**config.mk**
```make
export PLATFORM = sky130hd
export DESIGN_NAME = i2c_slave_frame
export DESIGN_NICKNAME = d
export VERILOG_FILES = /design/src/rtl/i2c_pkg.sv /design/src/rtl/i2c_bus_sync.sv /design/src/rtl/i2c_slave_frame.sv
export SDC_FILE = /design/constraint.sdc
export NUM_CORES = 1
export LEC_CHECK = 0
export ABC_AREA = 0
export BUFFER_PORTS_ARGS = -buffer_cell sky130_fd_sc_hd__buf_2
export CAP_MARGIN = 30
export CORE_UTILIZATION = 56
export DETAILED_ROUTE_END_ITERATION = 6
export PLACE_DENSITY = 0.78
export SLEW_MARGIN = 5
export SYNTH_ARGS = -nofsm -noshare
export SYNTH_HDL_FRONTEND = slang
export SYNTH_SLANG_ARGS = --single-unit
export TNS_END_PERCENT = 10
```
**constraint.sdc**
```tcl
create_clock -name slave_clk -period 1.8 [get_ports slave_clk]
set_input_delay 0.27 -clock slave_clk [delete_from_list [all_inputs] [get_ports slave_clk]]
set_output_delay 0.27 -clock slave_clk [all_outputs]
set_load 0.05 [all_outputs]
```
**src/rtl/i2c_pkg.sv**
```systemverilog
// Shared types and constants for the I2C slave frame engine.
package i2c_pkg;

  localparam int I2C_BYTE_W = 8;
  localparam int I2C_ADDR_W = 7;

  localparam logic ACK  = 1'b0;
  localparam logic NACK = 1'b1;

  typedef enum logic [2:0] {
    ST_IDLE,
    ST_ADDR,
    ST_ADDR_ACK,
    ST_RX_BYTE,
    ST_RX_ACK,
    ST_TX_BYTE,
    ST_TX_ACK,
    ST_WAIT_STOP
  } i2c_state_e;

endpackage

```
**src/rtl/i2c_bus_sync.sv**
```systemverilog
// SCL/SDA synchronizers with registered edge strobes and START/STOP detection.
// sda is aligned with the strobes so a strobe and its sampled SDA level belong together.
module i2c_bus_sync #(
  parameter int SYNC_STAGES = 2
) (
  input  logic clk,
  input  logic rst_n,
  input  logic scl_raw,
  input  logic sda_raw,
  output logic sda,
  output logic scl_rise,
  output logic scl_fall,
  output logic start_det,
  output logic stop_det
);

  logic [SYNC_STAGES-1:0] scl_sync;
  logic [SYNC_STAGES-1:0] sda_sync;
  logic                   scl_hist;
  logic                   sda_hist;
  logic                   scl_now;
  logic                   sda_now;

  assign scl_now = scl_sync[SYNC_STAGES-1];
  assign sda_now = sda_sync[SYNC_STAGES-1];
  assign sda     = sda_hist;

  // Bus idles high, so the chain resets to 1 to avoid a false event after reset.
  always_ff @(posedge clk or negedge rst_n) begin
    if (!rst_n) begin
      scl_sync  <= '1;
      sda_sync  <= '1;
      scl_hist  <= 1'b1;
      sda_hist  <= 1'b1;
      scl_rise  <= 1'b0;
      scl_fall  <= 1'b0;
      start_det <= 1'b0;
      stop_det  <= 1'b0;
    end else begin
      scl_sync  <= {scl_sync[SYNC_STAGES-2:0], scl_raw};
      sda_sync  <= {sda_sync[SYNC_STAGES-2:0], sda_raw};
      scl_hist  <= scl_now;
      sda_hist  <= sda_now;
      scl_rise  <= scl_now & ~scl_hist;
      scl_fall  <= ~scl_now & scl_hist;
      start_det <= scl_now & scl_hist & sda_hist & ~sda_now;
      stop_det  <= scl_now & scl_hist & ~sda_hist & sda_now;
    end
  end

endmodule

```
**src/rtl/i2c_slave_frame.sv**
```systemverilog
// Slave-side I2C frame engine: address match, write-byte sink, read-byte source.
// state        | meaning
// ST_IDLE      | bus ignored until START
// ST_ADDR      | shifting address + R/W
// ST_ADDR_ACK  | driving address ACK
// ST_RX_BYTE   | shifting a write byte
// ST_RX_ACK    | driving data ACK
// ST_TX_BYTE   | driving a read byte, MSB first
// ST_TX_ACK    | SDA released, sampling master ACK/NACK
// ST_WAIT_STOP | released, waiting for STOP or START
module i2c_slave_frame
  import i2c_pkg::*;
#(
  parameter logic [I2C_ADDR_W-1:0] SLAVE_ADDR  = 7'h50,
  parameter int                    SYNC_STAGES = 2
) (
  input  logic                  slave_clk,
  input  logic                  slave_rst_n,
  input  logic                  slave_scl_in,
  input  logic                  slave_sda_in,
  output logic                  slave_sda_oe,
  output logic [I2C_BYTE_W-1:0] slave_rx_data,
  output logic                  slave_rx_valid,
  input  logic                  slave_rx_ready,
  input  logic [I2C_BYTE_W-1:0] slave_tx_data,
  output logic                  slave_tx_req,
  output logic                  slave_rw,
  output logic                  slave_busy
);

  logic sda, scl_rise, scl_fall, start_det, stop_det;

  i2c_bus_sync #(.SYNC_STAGES(SYNC_STAGES)) u_sync (
    .clk       (slave_clk),
    .rst_n     (slave_rst_n),
    .scl_raw   (slave_scl_in),
    .sda_raw   (slave_sda_in),
    .sda       (sda),
    .scl_rise  (scl_rise),
    .scl_fall  (scl_fall),
    .start_det (start_det),
    .stop_det  (stop_det)
  );

  i2c_state_e            state, state_n;
  logic [2:0]            bit_cnt, cnt_n;
  logic [I2C_BYTE_W-1:0] shift, shift_n;
  logic                  byte_full, full_n;
  logic                  sda_oe, oe_n;
  logic [I2C_BYTE_W-1:0] rx_data, rx_data_n;
  logic                  rx_valid, rx_valid_n;
  logic                  tx_req, tx_req_n;
  logic                  rw, rw_n;
  logic                  busy, busy_n;
  logic                  take_bit;

  // byte_full marks that all 8 bits are in, since the 3-bit counter has wrapped to 0.
  assign take_bit = scl_rise & ~byte_full;

  always_ff @(posedge slave_clk or negedge slave_rst_n) begin
    if (!slave_rst_n) begin
      state     <= ST_IDLE;
      bit_cnt   <= 3'd0;
      shift     <= '0;
      byte_full <= 1'b0;
      sda_oe    <= 1'b0;
      rx_data   <= '0;
      rx_valid  <= 1'b0;
      tx_req    <= 1'b0;
      rw        <= 1'b0;
      busy      <= 1'b0;
    end else begin
      state     <= state_n;
      bit_cnt   <= cnt_n;
      shift     <= shift_n;
      byte_full <= full_n;
      sda_oe    <= oe_n;
      rx_data   <= rx_data_n;
      rx_valid  <= rx_valid_n;
      tx_req    <= tx_req_n;
      rw        <= rw_n;
      busy      <= busy_n;
    end
  end

  always_comb begin
    state_n    = state;
    cnt_n      = bit_cnt;
    shift_n    = shift;
    full_n     = byte_full;
    oe_n       = sda_oe;
    rx_data_n  = rx_data;
    rx_valid_n = 1'b0;
    tx_req_n   = 1'b0;
    rw_n       = rw;
    busy_n     = busy;

    if (stop_det) begin
      state_n = ST_IDLE;
      oe_n    = 1'b0;
      busy_n  = 1'b0;
      cnt_n   = 3'd0;
      full_n  = 1'b0;
    end else if (start_det) begin
      state_n = ST_ADDR;
      oe_n    = 1'b0;
      cnt_n   = 3'd0;
      full_n  = 1'b0;
    end else begin
      unique case (state)
        ST_IDLE: begin
        end
        ST_ADDR: begin
          if (take_bit) begin
            shift_n = {shift[I2C_BYTE_W-2:0], sda};
            cnt_n   = bit_cnt + 3'd1;
            full_n  = (bit_cnt == 3'd7);
          end else if (scl_fall && byte_full) begin
            full_n = 1'b0;
            if (shift[I2C_BYTE_W-1:1] == SLAVE_ADDR) begin
              oe_n    = 1'b1;
              rw_n    = shift[0];
              busy_n  = 1'b1;
              state_n = ST_ADDR_ACK;
            end else begin
              oe_n    = 1'b0;
              busy_n  = 1'b0;
              state_n = ST_WAIT_STOP;
            end
          end
        end
        ST_ADDR_ACK: begin
          if (scl_fall) begin
            cnt_n = 3'd0;
            if (rw) begin
              shift_n  = slave_tx_data;
              tx_req_n = 1'b1;
              oe_n     = ~slave_tx_data[I2C_BYTE_W-1];
              state_n  = ST_TX_BYTE;
            end else begin
              oe_n    = 1'b0;
              state_n = ST_RX_BYTE;
            end
          end
        end
        ST_RX_BYTE: begin
          if (take_bit) begin
            shift_n = {shift[I2C_BYTE_W-2:0], sda};
            cnt_n   = bit_cnt + 3'd1;
            full_n  = (bit_cnt == 3'd7);
          end else if (scl_fall && byte_full) begin
            full_n = 1'b0;
            if (slave_rx_ready) begin
              rx_data_n  = shift;
              rx_valid_n = 1'b1;
              oe_n       = 1'b1;
              state_n    = ST_RX_ACK;
            end else begin
              oe_n    = 1'b0;
              state_n = ST_WAIT_STOP;
            end
          end
        end
        ST_RX_ACK: begin
          if (scl_fall) begin
            oe_n    = 1'b0;
            state_n = ST_RX_BYTE;
          end
        end
        ST_TX_BYTE: begin
          if (scl_fall) begin
            if (bit_cnt == 3'd7) begin
              cnt_n   = 3'd0;
              oe_n    = 1'b0;
              state_n = ST_TX_ACK;
            end else begin
              cnt_n   = bit_cnt + 3'd1;
              shift_n = {shift[I2C_BYTE_W-2:0], 1'b0};
              oe_n    = ~shift[I2C_BYTE_W-2];
            end
          end
        end
        ST_TX_ACK: begin
          // Still here at the fall means the preceding rise sampled ACK.
          if (scl_rise && sda == NACK) begin
            state_n = ST_WAIT_STOP;
          end else if (scl_fall) begin
            cnt_n    = 3'd0;
            shift_n  = slave_tx_data;
            tx_req_n = 1'b1;
            oe_n     = ~slave_tx_data[I2C_BYTE_W-1];
            state_n  = ST_TX_BYTE;
          end
        end
        ST_WAIT_STOP: begin
          oe_n = 1'b0;
        end
        default: begin
          state_n = ST_IDLE;
          oe_n    = 1'b0;
        end
      endcase
    end
  end

  assign slave_sda_oe   = sda_oe;
  assign slave_rx_data  = rx_data;
  assign slave_rx_valid = rx_valid;
  assign slave_tx_req   = tx_req;
  assign slave_rw       = rw;
  assign slave_busy     = busy;

endmodule

```
Word-level counts from Yosys, hierarchy flattened
Index checks and enable logic that the tools add are counted.
W data, S select, Z words.
Storage, ports and cells
  bits in registers: 38
  bits in latches: 0
  memory bits (writable): 0
  memory bits (read-only): 0
  bits of input ports: 13
  output and inout port bits: 13
  word-level logic and storage cells: 154
  memories kept: 0
Cells by class
  add/sub/neg operators: 1
  multipliers: 0
  div/mod/pow operators: 0
  order comparisons: 0
  equality and inequality tests: 30
  shift-type cells: 0
  multiplexer cells: 68
  bitwise gates (word level): 18
  reduce and logical (&&, ||, !) cells: 19
Operators with widths (count)
  $mux W3: 21
  $mux W8: 7
  $mux W1: 34
  $pmux W8 S4: 1
  $reduce_and A10 Y1: 3
  $ne A4 B2 Y1 const B: 6
  $ne A4 B1 Y1 const B: 5
  $pmux W3 S6: 1
  $eq A3 B3 Y1 const B: 5
  $pmux W3 S4: 1
  $reduce_and A6 Y1: 2
  $ne A2 B1 Y1 const B: 5
  $not A1 Y1: 10
  $reduce_bool A9 Y1: 1
  $and A1 B1 Y1: 8
  $ne A2 B2 Y1 const B: 4
  $reduce_and A4 Y1: 2
  $reduce_bool A4 Y1: 2
  $reduce_bool A8 Y1: 1
  $eq A7 B7 Y1 const B: 1
  $pmux W1 S7: 1
  $eq A3 B2 Y1 const B: 2
  $reduce_bool A6 Y1: 1
  $ne A5 B2 Y1 const B: 1
  other kinds (9): 11

Logic depth before layout (Yosys ltp)
  word-level depth: 7
  mapped depth: 8
  mapped depth without buffers: 7

Cells and area by module
From an unflattened synthesis, not the netlist that was laid out.
Second synthesis, totals
  cell total of the unflattened synthesis: 155
  area total of the unflattened synthesis: 1846.8 um^2
By module, submodules not included
  i2c_slave_frame: instances 1, cells each 141, area an instance 1556.5 um^2, sequential area each 700.7 um^2
  i2c_bus_sync: instances 1, cells each 14, area an instance 290.3 um^2, sequential area each 257.7 um^2

Least setup slack after synthesis
OpenSTA, ideal clock, no wires.
  path kind: register to register
  from: register shift[4]
  to: register rw, in the netlist slave_rw
  setup time: 125 ps
  data arrival time: 1453 ps
  required time: 1675 ps
  path slack: 222 ps
  cell stages (with the launch flop): 5
  buffers on the path: 0
  period minus slack after synthesis: 1578 ps
  path through: dfrtp_1 -> nor4b_2 -> nand3_1 -> nor4_1 -> mux2_2
On the way
  cells in the longest elaborated chain, start to end: 2
Ends and longest elaborated chain
  start: declaration: RTL line i2c_slave_frame.sv:47  | logic [I2C_BYTE_W-1:0] shift, shift_n;
  start signal: assignment: RTL line i2c_slave_frame.sv:75  | shift <= shift_n;
  $eq A7 B7 Y1: RTL line i2c_slave_frame.sv:120  | if (shift[I2C_BYTE_W-1:1] == SLAVE_ADDR) begin
  $reduce_and A6 Y1 (no source line)
  end signal: assignment: RTL line i2c_slave_frame.sv:81  | rw <= rw_n;
  end: declaration: RTL line i2c_slave_frame.sv:53  | logic rw, rw_n;
No other way between the ends.
A chain may end at the register's enable or synchronous reset.

Worst setup path in the final report
  from: register state[1]
  to: register shift[4]
On the way
  cells in the longest elaborated chain, start to end: 4
  elaborated cells between the ends (all ways): 16
  classes of those cells: eq/ne (12); mux (1); reduce/logical (3)
Ends and longest elaborated chain
  start: declaration: RTL line i2c_slave_frame.sv:45  | i2c_state_e state, state_n;
  start signal: assignment: RTL line i2c_slave_frame.sv:73  | state <= state_n;
  $eq A3 B2 Y1 / $eq A3 B1 Y1 (equally long branches): RTL line i2c_slave_frame.sv:110  | unique case (state)
  $reduce_or A2 Y1 (no source line)
  $ne A2 B1 Y1 (no source line) / $reduce_bool A4 Y1 (equally long branches)
  $reduce_and A10 Y1 (no source line)
Several ways; a longest one is shown, not always the timed one.

==> metrics.md <==
| Metric | Value |
|---|---|
| Net Sw Frac | around 40% |
| Worst EP arrival | between 1.5 and 2 ns |
| WL per Instance | approximately 15 um |
| Status | complete, no violations |
| FF+latch count, synth | 38 |
| Die width | between 60 and 70 um |
| Worst-Margin Slew | ~0.47 ns |
| Reg2Reg Setup Slack | 0.12 ns |
| Fin. Hold Viols | 0 |
| Final Cycle Share | between 90% and 100% |
| CP Class | flop to flop |
| Io pins | 26 |
| Relative slew slack | slightly below 70% |
| Type of origin of the critical path | flop |
| # DRC | 0 |
| Drt first pass iters | 4 |
| Post-synth net total | 190 |
| Combinational share of power | between 40% and 50% |
| Routability cong. | 0.9795 |
| Max rail drop VDD | around 0.67 mV |
| PD cells | 1297 nW/um^2 |
| Crit. Startpoint | state[1]$_DFFE_PN0P_ |
| Post-detail-place hpwl | between 2 and 3 mm |
| CTS Buffer Depth | 2 |
| Skew-Pair Late Insertion Delay | roughly 0.34 ns |
| Crit-path cells | nor2b_1, nand4_1, a21oi_4, buf_12, nor2_1, a21oi_1 |
| Share of cells above drive strength 1 | roughly a third |
| Die area | approximately 3600 um^2 |
| Input/output buffers | 25 |
| Max-Cap Viols | 0 |
| Clock transition at path regs | between 0.1 and 0.15 ns |
| Hold Path Depth | 3 |
| Critical path peak fanout | 16 |
| Leading register cell type out of synthesis | dfrtp_1 |
| Yosys cell types | 43 |
| Pins Over Slew Limit | 0 |
| Crit path time final | roughly 1.7 ns |
| DR vias | roughly 1500 |
| Num rows | 20 |
| Slowest-stage cell, CP | dfrtp_1 |
| Global Route Usage Sum | between 20% and 30% |
| CTS tree | built |
| CTS buffer count | 5 |
| Cell area after synthesis | roughly 1900 um^2 |
| Yosys warning total | 0 |
| Clock tree root buffer cell | clkbuf_4 |
| Core Region | 3128 um^2 |
| Layout Nets | about 230 |
| CTS sink cnt | 38 |
| Mean Syn Cell Area | 10.79 um^2 |
| FF-to-FF path depth | 6 |
| Initial Util | 60.36% |
| Pint | roughly 0.0017 W |
| ANT cells | 0 |
| Area growth from synthesis to layout | 16.96% |
| Clock skew | between 0.01 and 0.015 ns |
| WP data required | 2.07 ns |
| First-pass GRT wire length | 6.506 mm |
| Largest net degree at the start of global routing | 39 |
| Fill cells | about 220 |
| Async set-reset flop share out of synthesis | between 90% and 100% |
| Reg power frac | between 40% and 50% |
| Net Sw Power | 0.001142 W |
| Register area share after synthesis | about half |
| Power share of the clock group | roughly 16% |
| LEAKAGE | around 1.1 nW |
| Worst Min Path Start | slave_tx_data[5] |
| RSZ-0062 raised after global routing | false |
| Setup Viol. Count Final | 0 |
| Cells after synthesis | 175 |
| Post-synth EDFFs | 0 |
| DR iter-0 viols | 64 |
| Non-Filler Instances | approximately 260 |
| Initial antenna violation count | 0 |
| Critical path endpoint category | flop |
| GRT overflow | 0 |
| Setup TNS | 0 ns |
| Worst path max stage delay | 0.47 ns |
| Max Fclk | just under 600 MHz |
| Antenna violation net count after detailed routing | 0 |
| Drt via density | 5.668 |
| H-tree Lvls | 2 |
| Critical R2R Launch | state[1]$_DFFE_PN0P_ |
| DP Cell Count | 245 |
| Worst min path class | primary input to flop |
| Die Y-Extent | 60.07 um |
| Setup bufs post-CTS | 0 |
| Vias in the first global route | around 1400 |
| Routed wire length | between 3 and 4 mm |
==> synthesized netlist by cell type (2+ instances only) <==
library cell	count	area share (%)
a211oi_1	2	0.79
a21oi_1	14	3.7
a21oi_2	2	0.93
a31oi_1	4	1.3
and3b_1	2	0.93
buf_2	2	0.53
buf_4	2	0.79
buf_6	3	1.8
dfrtp_1	32	42
dfstp_2	6	8.3
ha_1	2	1.3
inv_1	6	1.2
mux2_2	9	5.4
mux2i_1	11	5.8
nand2_1	10	2.0
nand2b_1	2	0.66
nand3_1	5	1.3
nand4_1	2	0.66
nor2_1	21	4.2
nor2_2	3	0.99
nor2b_1	7	2.3
nor3b_1	3	1.2
o21ai_0	4	1.1
o21ai_2	2	0.93
==> path summary, 6_finish.rpt <==
kind                                                     end
worst max-delay path                    shift[4]$_DFFE_PN0P_
worst min-delay path                    shift[5]$_DFFE_PN0P_
worst max register to register          shift[4]$_DFFE_PN0P_
worst min register to register  u_sync.sda_sync[1]$_DFF_PN1_
max in group asynchronous               u_sync.sda$_DFF_PN1_
min in group asynchronous               state[1]$_DFFE_PN0P_
==> layer usage <==
metal	GRT usage, %	up-vias	routed length, um
met5	0	-	0
met4	9.302	0	57
met3	8.009	10	212
met2	40.63	50	2024
met1	32.62	705	1671
li1	-	686	-
==> worst max-delay path: cells and delay by family (launching register included) <==
family / cells / cell delay (ns)
and+or+nand+nor: 3 / 0.62
buffers and inverters: 1 / 0.16
AOI/OAI and AO/OA: 2 / 0.37
DFF: 1 / 0.47
==> through the flow <==
step	cell area (um^2)	worst slack, ns	hold slack (ns)	util (%)	total power [W]
floorplan	1888	0.2222	-0.02559	-	0.002077
global placement	2086	0.1385	0.3414	66.68	0.002303
detailed placement	2086	0.05528	0.3450	66.68	0.002374
CTS	2160	0.02474	0.001107	69.04	0.002838
global route	2208	0.03180	0.2084	70.60	0.003054
finish	2208	0.1181	0.2221	70.60	0.002864
==> power by group through the flow <==
stage	Sequential [W]	Combinational [W]	Clock (W)
after floorplan	0.00116	0.000915	0
after global placement	0.00121	0.00110	0
after detailed placement	0.00123	0.00115	0
after CTS	0.00121	0.00115	0.000474
after global routing	0.00125	0.00129	0.000510
final	0.00122	0.00118	0.000459
==> flip-flops by register name (all words and copies together), names as in the netlist, 2 cells and up <==
signal           flops
bit_cnt              3
shift                8
slave_rx_data        8
state                3
u_sync.scl_sync      2
u_sync.sda_sync      2
==> logic make-up (layout without fill, tap and decap cells) <==
| group | Yosys count | after routing | share of synthesized area [%] |
|---|---|---|---|
| flops | 38 | 38 | 50.76 |
| mux | 20 | 20 | 11.20 |
| fa+ha+maj | 2 | 2 | 1.325 |
| simple gates | 64 | 64 | 18.62 |
| buf+inv | 14 | 51 | 4.506 |
| compound gates | 37 | 37 | 13.59 |
==> area by class of cell <==
type                       instances  area (um^2)  share of cell area (%)
clock inverter                     2        12.51                  0.5666
timing repair buffer              37        235.2                   10.65
tap                               44        55.05                   2.493
multi-input combinational        123        872.1                   39.49
sequential                        38        959.7                   43.46
clock buffer                       6        51.30                   2.323
inverter                           6        22.52                   1.020
==> cell usage in the layout, fill, tap and decap left out, types with 2 or more instances in the layout <==
cell type,instances
a211oi_1,2
a21oi_1,14
a21oi_2,2
a31oi_1,4
and3b_1,2
buf_2,25
buf_4,8
clkbuf_4,5
dfrtp_1,31
dfstp_2,6
dlygate4sd3_1,3
inv_1,6
mux2_2,9
mux2i_1,11
nand2_1,10
nand2b_1,2
nand3_1,5
nand4_1,2
nor2_1,21
nor2_2,3
nor2b_1,7
nor3b_1,2
o21ai_0,4
==> what timing repair did <==
item	in CTS	in global routing
hold buffers	1	2
hold endpoints to repair	32	2
setup endpoints to repair	0	13
resized for setup	0	6
No activity file was read; power rests on OpenSTA's default activity.
